`src/rtl/jt49_pkg.sv`:
```
// Shared definitions for the jt49 host-side bus sequencer.
//  - op_e    : command opcodes carried in cmd_op.
//  - state_e : sequencer FSM states.
//  - AdrW / DataW : PSG register-port widths.
package jt49_pkg;

  localparam int unsigned AdrW  = 4;
  localparam int unsigned DataW = 8;
  localparam int unsigned OpW   = 2;

  typedef enum logic [1:0] {
    OpWrite = 2'd0,
    OpRead  = 2'd1,
    OpDelay = 2'd2,
    OpNop   = 2'd3
  } op_e;

  typedef enum logic [1:0] {
    StIdle   = 2'd0,
    StIssue  = 2'd1,
    StRdWait = 2'd2,
    StDelay  = 2'd3
  } state_e;

endpackage

```
`src/rtl/jt49_cmd_fifo.sv`:
```
// Synchronous command FIFO with first-word fall-through read data.
//  clk_i    : clock, all state on posedge
//  rst_ni   : synchronous active-low reset, empties the FIFO
//  push_i   : write wdata_i (ignored while full)
//  wdata_i  : entry to store
//  pop_i    : discard the head entry (ignored while empty)
//  rdata_o  : head entry, valid while empty_o = 0
//  full_o   : registered, level == Depth
//  empty_o  : registered, level == 0
module jt49_cmd_fifo #(
  parameter int unsigned Depth = 8,
  parameter int unsigned Width = 22
) (
  input  logic             clk_i,
  input  logic             rst_ni,
  input  logic             push_i,
  input  logic [Width-1:0] wdata_i,
  input  logic             pop_i,
  output logic [Width-1:0] rdata_o,
  output logic             full_o,
  output logic             empty_o
);

  localparam int unsigned PtrW = $clog2(Depth);
  localparam logic [PtrW:0] LevelFull = (PtrW + 1)'(Depth);

  logic [Width-1:0] mem_q [Depth];
  logic [PtrW-1:0]  wr_ptr_q, wr_ptr_d;
  logic [PtrW-1:0]  rd_ptr_q, rd_ptr_d;
  logic [PtrW:0]    level_q, level_d;
  logic             full_q, full_d;
  logic             empty_q, empty_d;
  logic             do_push, do_pop;

  assign do_push = push_i & ~full_q;
  assign do_pop  = pop_i & ~empty_q;

  always_comb begin
    wr_ptr_d = wr_ptr_q;
    rd_ptr_d = rd_ptr_q;
    level_d  = level_q;
    // Depth is a power of two, so pointers wrap by natural overflow.
    if (do_push) wr_ptr_d = wr_ptr_q + PtrW'(1);
    if (do_pop)  rd_ptr_d = rd_ptr_q + PtrW'(1);
    if (do_push && !do_pop) begin
      level_d = level_q + (PtrW + 1)'(1);
    end else if (do_pop && !do_push) begin
      level_d = level_q - (PtrW + 1)'(1);
    end
    full_d  = (level_d == LevelFull);
    empty_d = (level_d == '0);
  end

  always_ff @(posedge clk_i) begin
    if (!rst_ni) begin
      wr_ptr_q <= '0;
      rd_ptr_q <= '0;
      level_q  <= '0;
      full_q   <= 1'b0;
      empty_q  <= 1'b1;
    end else begin
      wr_ptr_q <= wr_ptr_d;
      rd_ptr_q <= rd_ptr_d;
      level_q  <= level_d;
      full_q   <= full_d;
      empty_q  <= empty_d;
    end
  end

  // Storage needs no reset; the empty flag guards stale contents.
  always_ff @(posedge clk_i) begin
    if (do_push) mem_q[wr_ptr_q] <= wdata_i;
  end

  assign rdata_o = mem_q[rd_ptr_q];
  assign full_o  = full_q;
  assign empty_o = empty_q;

endmodule

```
`src/rtl/jt49_bus_seq.sv`:
```
// Host-side bus sequencer for the jt49 PSG register port.
// Queues WRITE / READ / DELAY / NOP commands and turns them into PSG strobes
// that are captured on exactly one cen-qualified clock edge.
//  clk_i        : system clock
//  rst_ni       : synchronous active-low reset
//  cen_i        : PSG clock enable (same signal that feeds the jt49)
//  cmd_valid_i  : command offered
//  cmd_ready_o  : command accepted on an edge where valid & ready
//  cmd_op_i     : 0 WRITE, 1 READ, 2 DELAY, 3 NOP
//  cmd_adr_i    : PSG register address
//  cmd_data_i   : WRITE data in [7:0], DELAY tick count
//  rd_valid_o   : one-cycle pulse, rd_data_o updated
//  rd_data_o    : read-back byte, held until the next read
//  psg_adr_o / psg_cs_n_o / psg_wr_n_o / psg_din_o : jt49 register port
//  psg_dout_i   : jt49 data_out
//  busy_o       : commands queued or an access/delay in progress
module jt49_bus_seq
  import jt49_pkg::*;
#(
  parameter int unsigned DEPTH = 8,
  parameter int unsigned DLYW  = 16
) (
  input  logic             clk_i,
  input  logic             rst_ni,
  input  logic             cen_i,
  input  logic             cmd_valid_i,
  output logic             cmd_ready_o,
  input  logic [OpW-1:0]   cmd_op_i,
  input  logic [AdrW-1:0]  cmd_adr_i,
  input  logic [DLYW-1:0]  cmd_data_i,
  output logic             rd_valid_o,
  output logic [DataW-1:0] rd_data_o,
  output logic [AdrW-1:0]  psg_adr_o,
  output logic             psg_cs_n_o,
  output logic             psg_wr_n_o,
  output logic [DataW-1:0] psg_din_o,
  input  logic [DataW-1:0] psg_dout_i,
  output logic             busy_o
);

  localparam int unsigned FifoW = OpW + AdrW + DLYW;

  // Command FIFO
  logic             fifo_full, fifo_empty, fifo_pop;
  logic [FifoW-1:0] fifo_rdata;
  op_e              f_op;
  logic [AdrW-1:0]  f_adr;
  logic [DLYW-1:0]  f_data;

  jt49_cmd_fifo #(
    .Depth (DEPTH),
    .Width (FifoW)
  ) u_cmd_fifo (
    .clk_i   (clk_i),
    .rst_ni  (rst_ni),
    .push_i  (cmd_valid_i),
    .wdata_i ({cmd_op_i, cmd_adr_i, cmd_data_i}),
    .pop_i   (fifo_pop),
    .rdata_o (fifo_rdata),
    .full_o  (fifo_full),
    .empty_o (fifo_empty)
  );

  assign f_op   = op_e'(fifo_rdata[FifoW-1 -: OpW]);
  assign f_adr  = fifo_rdata[DLYW +: AdrW];
  assign f_data = fifo_rdata[DLYW-1:0];

  // Sequencer state and registered outputs
  state_e           state_q, state_d;
  op_e              op_q, op_d;
  logic [DLYW-1:0]  cnt_q, cnt_d;
  logic [AdrW-1:0]  psg_adr_q, psg_adr_d;
  logic [DataW-1:0] psg_din_q, psg_din_d;
  logic             psg_cs_n_q, psg_cs_n_d;
  logic             psg_wr_n_q, psg_wr_n_d;
  logic             rd_valid_q, rd_valid_d;
  logic [DataW-1:0] rd_data_q, rd_data_d;
  logic             busy_q, busy_d;

  always_comb begin
    state_d    = state_q;
    op_d       = op_q;
    cnt_d      = cnt_q;
    psg_adr_d  = psg_adr_q;
    psg_din_d  = psg_din_q;
    psg_cs_n_d = psg_cs_n_q;
    psg_wr_n_d = psg_wr_n_q;
    rd_valid_d = 1'b0;
    rd_data_d  = rd_data_q;
    fifo_pop   = 1'b0;

    unique case (state_q)
      StIdle: begin
        if (!fifo_empty) begin
          fifo_pop = 1'b1;
          unique case (f_op)
            OpWrite, OpRead: begin
              op_d       = f_op;
              psg_adr_d  = f_adr;
              psg_din_d  = f_data[DataW-1:0];
              psg_cs_n_d = 1'b0;
              psg_wr_n_d = (f_op != OpWrite);
              state_d    = StIssue;
            end
            OpDelay: begin
              // A zero count is consumed here without any cen wait.
              if (f_data != '0) begin
                cnt_d   = f_data;
                state_d = StDelay;
              end
            end
            default: ;
          endcase
        end
      end

      StIssue: begin
        // The jt49 only samples the port on cen edges; release right after one.
        if (cen_i) begin
          psg_cs_n_d = 1'b1;
          psg_wr_n_d = 1'b1;
          state_d    = (op_q == OpRead) ? StRdWait : StIdle;
        end
      end

      StRdWait: begin
        rd_data_d  = psg_dout_i;
        rd_valid_d = 1'b1;
        state_d    = StIdle;
      end

      StDelay: begin
        if (cen_i) begin
          cnt_d = cnt_q - DLYW'(1);
          if (cnt_q == DLYW'(1)) state_d = StIdle;
        end
      end

      default: state_d = StIdle;
    endcase

    busy_d = ~fifo_empty | (state_q != StIdle);
  end

  always_ff @(posedge clk_i) begin
    if (!rst_ni) begin
      state_q    <= StIdle;
      op_q       <= OpNop;
      cnt_q      <= '0;
      psg_adr_q  <= '0;
      psg_din_q  <= '0;
      psg_cs_n_q <= 1'b1;
      psg_wr_n_q <= 1'b1;
      rd_valid_q <= 1'b0;
      rd_data_q  <= '0;
      busy_q     <= 1'b0;
    end else begin
      state_q    <= state_d;
      op_q       <= op_d;
      cnt_q      <= cnt_d;
      psg_adr_q  <= psg_adr_d;
      psg_din_q  <= psg_din_d;
      psg_cs_n_q <= psg_cs_n_d;
      psg_wr_n_q <= psg_wr_n_d;
      rd_valid_q <= rd_valid_d;
      rd_data_q  <= rd_data_d;
      busy_q     <= busy_d;
    end
  end

  // Full flag is a flop inside the FIFO, so ready ignores a same-cycle pop.
  assign cmd_ready_o = ~fifo_full;
  assign rd_valid_o  = rd_valid_q;
  assign rd_data_o   = rd_data_q;
  assign psg_adr_o   = psg_adr_q;
  assign psg_cs_n_o  = psg_cs_n_q;
  assign psg_wr_n_o  = psg_wr_n_q;
  assign psg_din_o   = psg_din_q;
  assign busy_o      = busy_q;

endmodule

```
`config.mk`:
```
export PLATFORM = sky130hd
export DESIGN_NAME = jt49_bus_seq
export DESIGN_NICKNAME = d
export VERILOG_FILES = /design/src/rtl/jt49_pkg.sv /design/src/rtl/jt49_cmd_fifo.sv /design/src/rtl/jt49_bus_seq.sv
export SDC_FILE = /design/constraint.sdc
export NUM_CORES = 1
export LEC_CHECK = 0
export ABC_AREA = 1
export BUFFER_PORTS_ARGS = -buffer_cell sky130_fd_sc_hd__clkbuf_2
export CELL_PAD_IN_SITES_DETAIL_PLACEMENT = 1
export CELL_PAD_IN_SITES_GLOBAL_PLACEMENT = 1
export CORE_ASPECT_RATIO = 0.7
export CORE_MARGIN = 2
export CORE_UTILIZATION = 47
export DETAILED_ROUTE_END_ITERATION = 10
export PLACE_DENSITY = 0.91
export SKIP_CTS_REPAIR_TIMING = 1
export SLEW_MARGIN = 40
export SYNTH_ARGS = -nofsm -noshare
export SYNTH_HDL_FRONTEND = slang
export SYNTH_SLANG_ARGS = --single-unit
```
`constraint.sdc`:
```
create_clock -name clk_i -period 2.75 [get_ports clk_i]
set_input_delay 0.4125 -clock clk_i [delete_from_list [all_inputs] [get_ports clk_i]]
set_output_delay 0.4125 -clock clk_i [all_outputs]
set_load 0.03 [all_outputs]
```
**Yosys cells after proc, flatten, opt, wreduce, memory -nomap -nowiden**

Memories as Yosys holds them, arrays and structs flattened. A register that Yosys moved wholly into a read port is not among the register bits.
Index checks and enable logic that the tools add are counted.

- Register bits: 56
- Bits in latches: 0
- RAM bits: 176
- ROM bits: 0
- Bits of input ports: 34
- Output and inout port bits: 25
- Word-level logic and storage cells: 89
- Memories: 1

Memory list:

| name | depth | bits a word | read ports | clocked after memory_dff | wr ports | line | RTL |
|---|---|---|---|---|---|---|---|
| u_cmd_fifo.mem_q | 8 | 22 | 1 | 1 | 1 | jt49_cmd_fifo.sv:27 | `logic [Width-1:0] mem_q [Depth];` |

- Add/sub/neg operators: 5
- Multiply operators: 0
- Divide/modulo/power cells: 0
- Magnitude comparators: 0
- Equality and inequality tests: 17
- Shift-type cells: 0
- Multiplexer cells: 29
- Bitwise logic cells: 5
- Reductions and logical operators: 17

Operators by type and width:

| operator | count |
|---|---|
| 16-bit 2-to-1 mux | 4 |
| 16-bit one-hot mux with 2 select lines | 1 |
| 16-bit by 1-bit equality test with 1-bit output, second input constant | 1 |
| 16-bit nonzero test | 1 |
| 16-bit by 1-bit subtractor with 16-bit output, second input constant | 1 |
| 2-bit 2-to-1 mux | 6 |
| 1-bit 2-to-1 mux | 10 |
| 2-bit != test, second input constant | 5 |
| 4-bit 2-to-1 mux | 2 |
| 2-bit one-hot mux with 4 select lines | 1 |
| 2-bit nonzero test | 4 |
| 3-bit by 1-bit adder with 3-bit output, second input constant | 2 |
| 2-bit by 1-bit equality test with 1-bit output, second input constant | 3 |
| 2-bit equality test, second input constant | 3 |
| 3-bit 2-to-1 mux | 2 |
| 6-bit AND reduction | 1 |
| 5-bit AND reduction | 1 |
| 4-bit by 1-bit adder with 4-bit output, second input constant | 1 |
| 4-bit equality test, second input constant | 1 |
| 2-bit zero test | 2 |
| 4-bit zero test | 1 |
| 2-bit by 1-bit != test with 1-bit output, second input constant | 2 |
| 1-bit one-hot mux with 2 select lines | 2 |
| 2-bit one-hot mux with 2 select lines | 1 |
| other kinds (11) | 15 |

**Logic depth before layout (Yosys ltp)**

- Word-level depth: 7
- Mapped depth: 18
- Gate-level depth less buffers: 16

**Cells and area by module**

A second synthesis with hierarchy kept.

- Cell total of the unflattened synthesis: 924
- Area total of the unflattened synthesis: 9903.2 um2

By module, submodules not included:

| module | instances | cells each | area each (um2) | sequential area each (um2) |
|---|---|---|---|---|
| jt49_cmd_fifo | 1 | 560 | 7618.6 | 5585.4 |
| jt49_bus_seq | 1 | 364 | 2284.7 | 880.8 |

**Least setup slack after synthesis**

OpenSTA, ideal clock, no wires.

- Kind: flip-flop to flip-flop
- Start point: reg u_cmd_fifo.full_q (netlist: u_cmd_fifo.full_o)
- End point: mem u_cmd_fifo.mem_q[0][0] (enable)
- Library setup time: 401 ps
- Arrival: 1852 ps
- Data required time: 2349 ps
- Slack: 497 ps
- Stages on the path, launching flop included: 6
- Path buffers: 0
- Period minus slack after synthesis: 2253 ps
- Cells stage by stage: dfxtp_1 > inv_1 > nand2_1 > inv_1 > nand2_1 > nor2_1

- Longest elaborated chain between the ends: 4

RTL lines:

| what | line | RTL |
|---|---|---|
| from (decl) | jt49_cmd_fifo.sv:31 | `logic full_q, full_d;` |
| from (signal assigned) | jt49_cmd_fifo.sv:65 | `full_q <= full_d;` |
| 1-bit inverter | n/a |  |
| named net cmd_ready_o | jt49_bus_seq.sv:27 | `output logic cmd_ready_o,` |
| 1-bit AND | jt49_cmd_fifo.sv:35 | `assign do_push = push_i & ~full_q;` |
| 1-bit 2-to-1 mux | jt49_cmd_fifo.sv:72 | `if (do_push) mem_q[wr_ptr_q] <= wdata_i;` |
| 1-bit 2-to-1 mux (not written as such) | jt49_cmd_fifo.sv:72 |  |
| to (decl) | jt49_cmd_fifo.sv:27 |  |

The timed path passes the listed nets, and every way through them passes these cells.

==> metrics.yaml <==
status:
  status: "finished, final reports clean"
finish:
  n_antenna_cell: 0
  regArea_mm2: 0.006467
  drive_gt1_frac: 0.1147
  multi_input_area_mm2: 0.002987
  num-nets-final: 1183
  area_delta_synth_final_pct: 13.56
  final.fill_count: 2394
timing:
  slew_headroom: 0.4689
  fin_tns_setup_ns: 0
  setup_viol: 0
  finalCritPeriodShare: 0.9336
  fmax_ghz: 0.3895
  tightest_slew_ns: 0.7918
  final_hold_viol_count: 0
  maxSlewViolCount: 0
  period_minus_slack_ns: 2.567
  worst_slack_ns: 0.1826
  holdWs_ns: 0.1201
  grt_setup_unrepaired: "no"
  clock_skew_ns: 0.01339
logic_synthesis:
  syn_avg_cell_area_um2: 9.433
  synth_edf_count: 176
  yosysSeqAreaShare: 0.6359
  yosysTopAreaCell: "edfxtp_1"
  synth_cells: 1078
  synth_top_area_frac: 0.5197
  synth_ff_type: "edfxtp_1"
  yosysMostFrequentCell: "nand2_1"
  synth_area_mm2: 0.01017
  synth_common_cells: "311 x nand2_1, 176 x edfxtp_1, 128 x inv_1"
  ys_ff_latch: 235
  synthesis.nets: 1118
  netlist_top_cells_area: "edfxtp_1 52%, dfxtp_1 12%, nand2_1 11%, inv_1 4.7%, nor2_1 4.5%"
  yosys_warnings: 0
  async_flop_share: 0
  synth_cell_types: 36
drt:
  vias: 7882
  avgViaCountPerCell: 5.489
  ant_nets: 0
  wl_mm: 29.53
  initialDrtViolationCount: 709
  wl_per_cell_um: 20.56
  first_pass_iters: 5
  drc: 0
floorplan:
  rows: 44
  die-area_mm2: 0.02285
  ioPinCount: 59
  core_area_mm2: 0.02098
  start_util: 0.4848
  fp.dieH_um: 127.1
  dieWidth_um: 179.8
pwr:
  combinationalPowerShare: 0.408
  power_frac_clock: 0.229
  p_total_mw: 12.87
  power_switching_mw: 5.390
  pwr-share-seq: 0.363
  p_int_mw: 7.479
  swShare: 0.4189
  power.density_mw_per_mm2: 1114
  vdd_drop_max_mv: 0.6829
  p_leak_nw: 4.895
clock_network:
  htreeDepth: 1
  insertion_delay_ns: 0.52
  cts.clk_slew.worst_paths_ns: 0.06
  numCtsBuffers: 23
  clockBufferDepth: 3
  cts_tree: "yes"
  cts_sinks: 235
  cts_root_buf: "clkbuf_16"
setup_path:
  worst_setup_path_start_kind: "flip-flop"
  endpoint_kind: "flip-flop"
  worstPathArrival_ns: 2.97
  r2r_slack_ns: 0.18
  path_max_fanout: 34
  r2r_cells: 12
  required_ns: 3.15
  path_class: "reg2reg"
  timing.rr.end: "cnt_q[9]"
min_path:
  hp-class: "in2reg"
  worstHoldStart: "psg_dout_i[7]"
  hold_end: "rd_data_o[7]"
  whs_path_depth: 3
place:
  portBuffers: 58
  place_congestion: 0.8068
  dp_hpwl_mm: 18.75
  dpl_worst_slack_ns: 0.2767
global_routing:
  antenna_found_initial: 0
  grt_max_degree: 65
  grt_pass1_vias: 8545
  grt_pass1_wl_mm: 46.02
  grt_overflow: 0
  grt_use_total: 0.2564
job:
  cap_violations: 0
==> power by group through the flow <==
stage	sequential, mW	combinational [mW]	clock [mW]
floorplan	4.88	3.27	0
global placement	4.68	4.78	0
detailed placement	4.72	5.12	0
CTS	4.66	5.20	2.98
global route	4.71	5.79	3.12
finish	4.67	5.25	2.95
==> area by class of cell <==
class	instances	area share
sequential	235	0.5601
multi-input combinational	666	0.2586
clock buffer	36	0.05667
timing repair buffer	85	0.04876
inverter	132	0.04313
tap	276	0.02991
clock inverter	6	0.002817
==> state kept, by name (all words and copies together) (netlist names), 3 cells and up, named ones only <==
signal,cells
u_cmd_fifo.mem_q,176
cnt_q,16
psg_din_o,8
rd_data_o,8
psg_adr_o,4
u_cmd_fifo.level_q,4
u_cmd_fifo.rd_ptr_q,3
u_cmd_fifo.wr_ptr_q,3
==> worst max-delay path, stage by stage, from the launching register on <==
cell	delay, ns
dfxtp_2	0.43
buf_8	0.25
nor2_1	0.08
nor2_1	0.09
o21ai_1	0.07
o211ai_1	0.13
o21ai_1	0.22
nor2_2	0.22
nand2_1	0.13
a21oi_4	0.23
buf_4	0.27
nand3_1	0.11
a21oi_1	0.22
==> cell families (layout without fill, tap and decap cells) <==
group	count (synthesis)	in the layout	synth area share
fa+ha+maj	6	6	0.007383
compound gates	137	137	0.07346
buf+inv	177	259	0.07321
mux	1	1	0.0009844
flops	235	235	0.6359
simple gates	515	515	0.2030
xor+xnor	7	7	0.006029
==> layout by cell type, fill, tap and decap left out, drive strengths merged <==
cell type / n
mux2i: 1
o21ai: 73
inv: 131
o21a: 2
dfxtp: 59
o31ai: 1
nor2: 126
nor3: 3
a211oi: 2
a22o: 2
nand4: 1
xnor2: 2
clkbuf: 94
nand2: 312
nand3: 72
a22oi: 2
o22ai: 11
nor4: 1
a31oi: 5
edfxtp: 176
ha: 6
clkinv: 7
o211ai: 2
buf: 27
a21oi: 37
xor2: 5
==> through the flow <==
step | util | cell area, µm² | instances
finish | 0.5505 | 11550 | 1436
global route | 0.5505 | 11550 | 1436
CTS | 0.5484 | 11500 | 1434
detailed placement | 0.5157 | 10820 | 1392
global placement | 0.5157 | 10820 | 1392
floorplan | - | 10170 | 1078
==> layer usage <==
layer,track usage,vias up,part of all wire,wire (µm)
met5,0,-,0,0
met4,0.08752,0,0.028,834
met3,0.04561,68,0.056,1643
met2,0.4559,220,0.50,14760
met1,0.3185,3947,0.42,12300
li1,-,3647,-,-
==> worst max path at each step <==
stage | start | endpoint | slack, ns | cells past startpoint
floorplan | u_cmd_fifo.full_o | u_cmd_fifo.mem_q[0][0] | 0.50 | 5
global placement | flip-flop | cnt_q[4] | 0.43 | 14
detailed placement | flip-flop | cnt_q[9] | 0.28 | 14
CTS | flip-flop | cnt_q[9] | 0.14 | 14
global route | flip-flop | cnt_q[10] | 0.01 | 10
finish | flip-flop | cnt_q[9] | 0.18 | 12
Note: power is estimated with default switching activity, not from simulation.
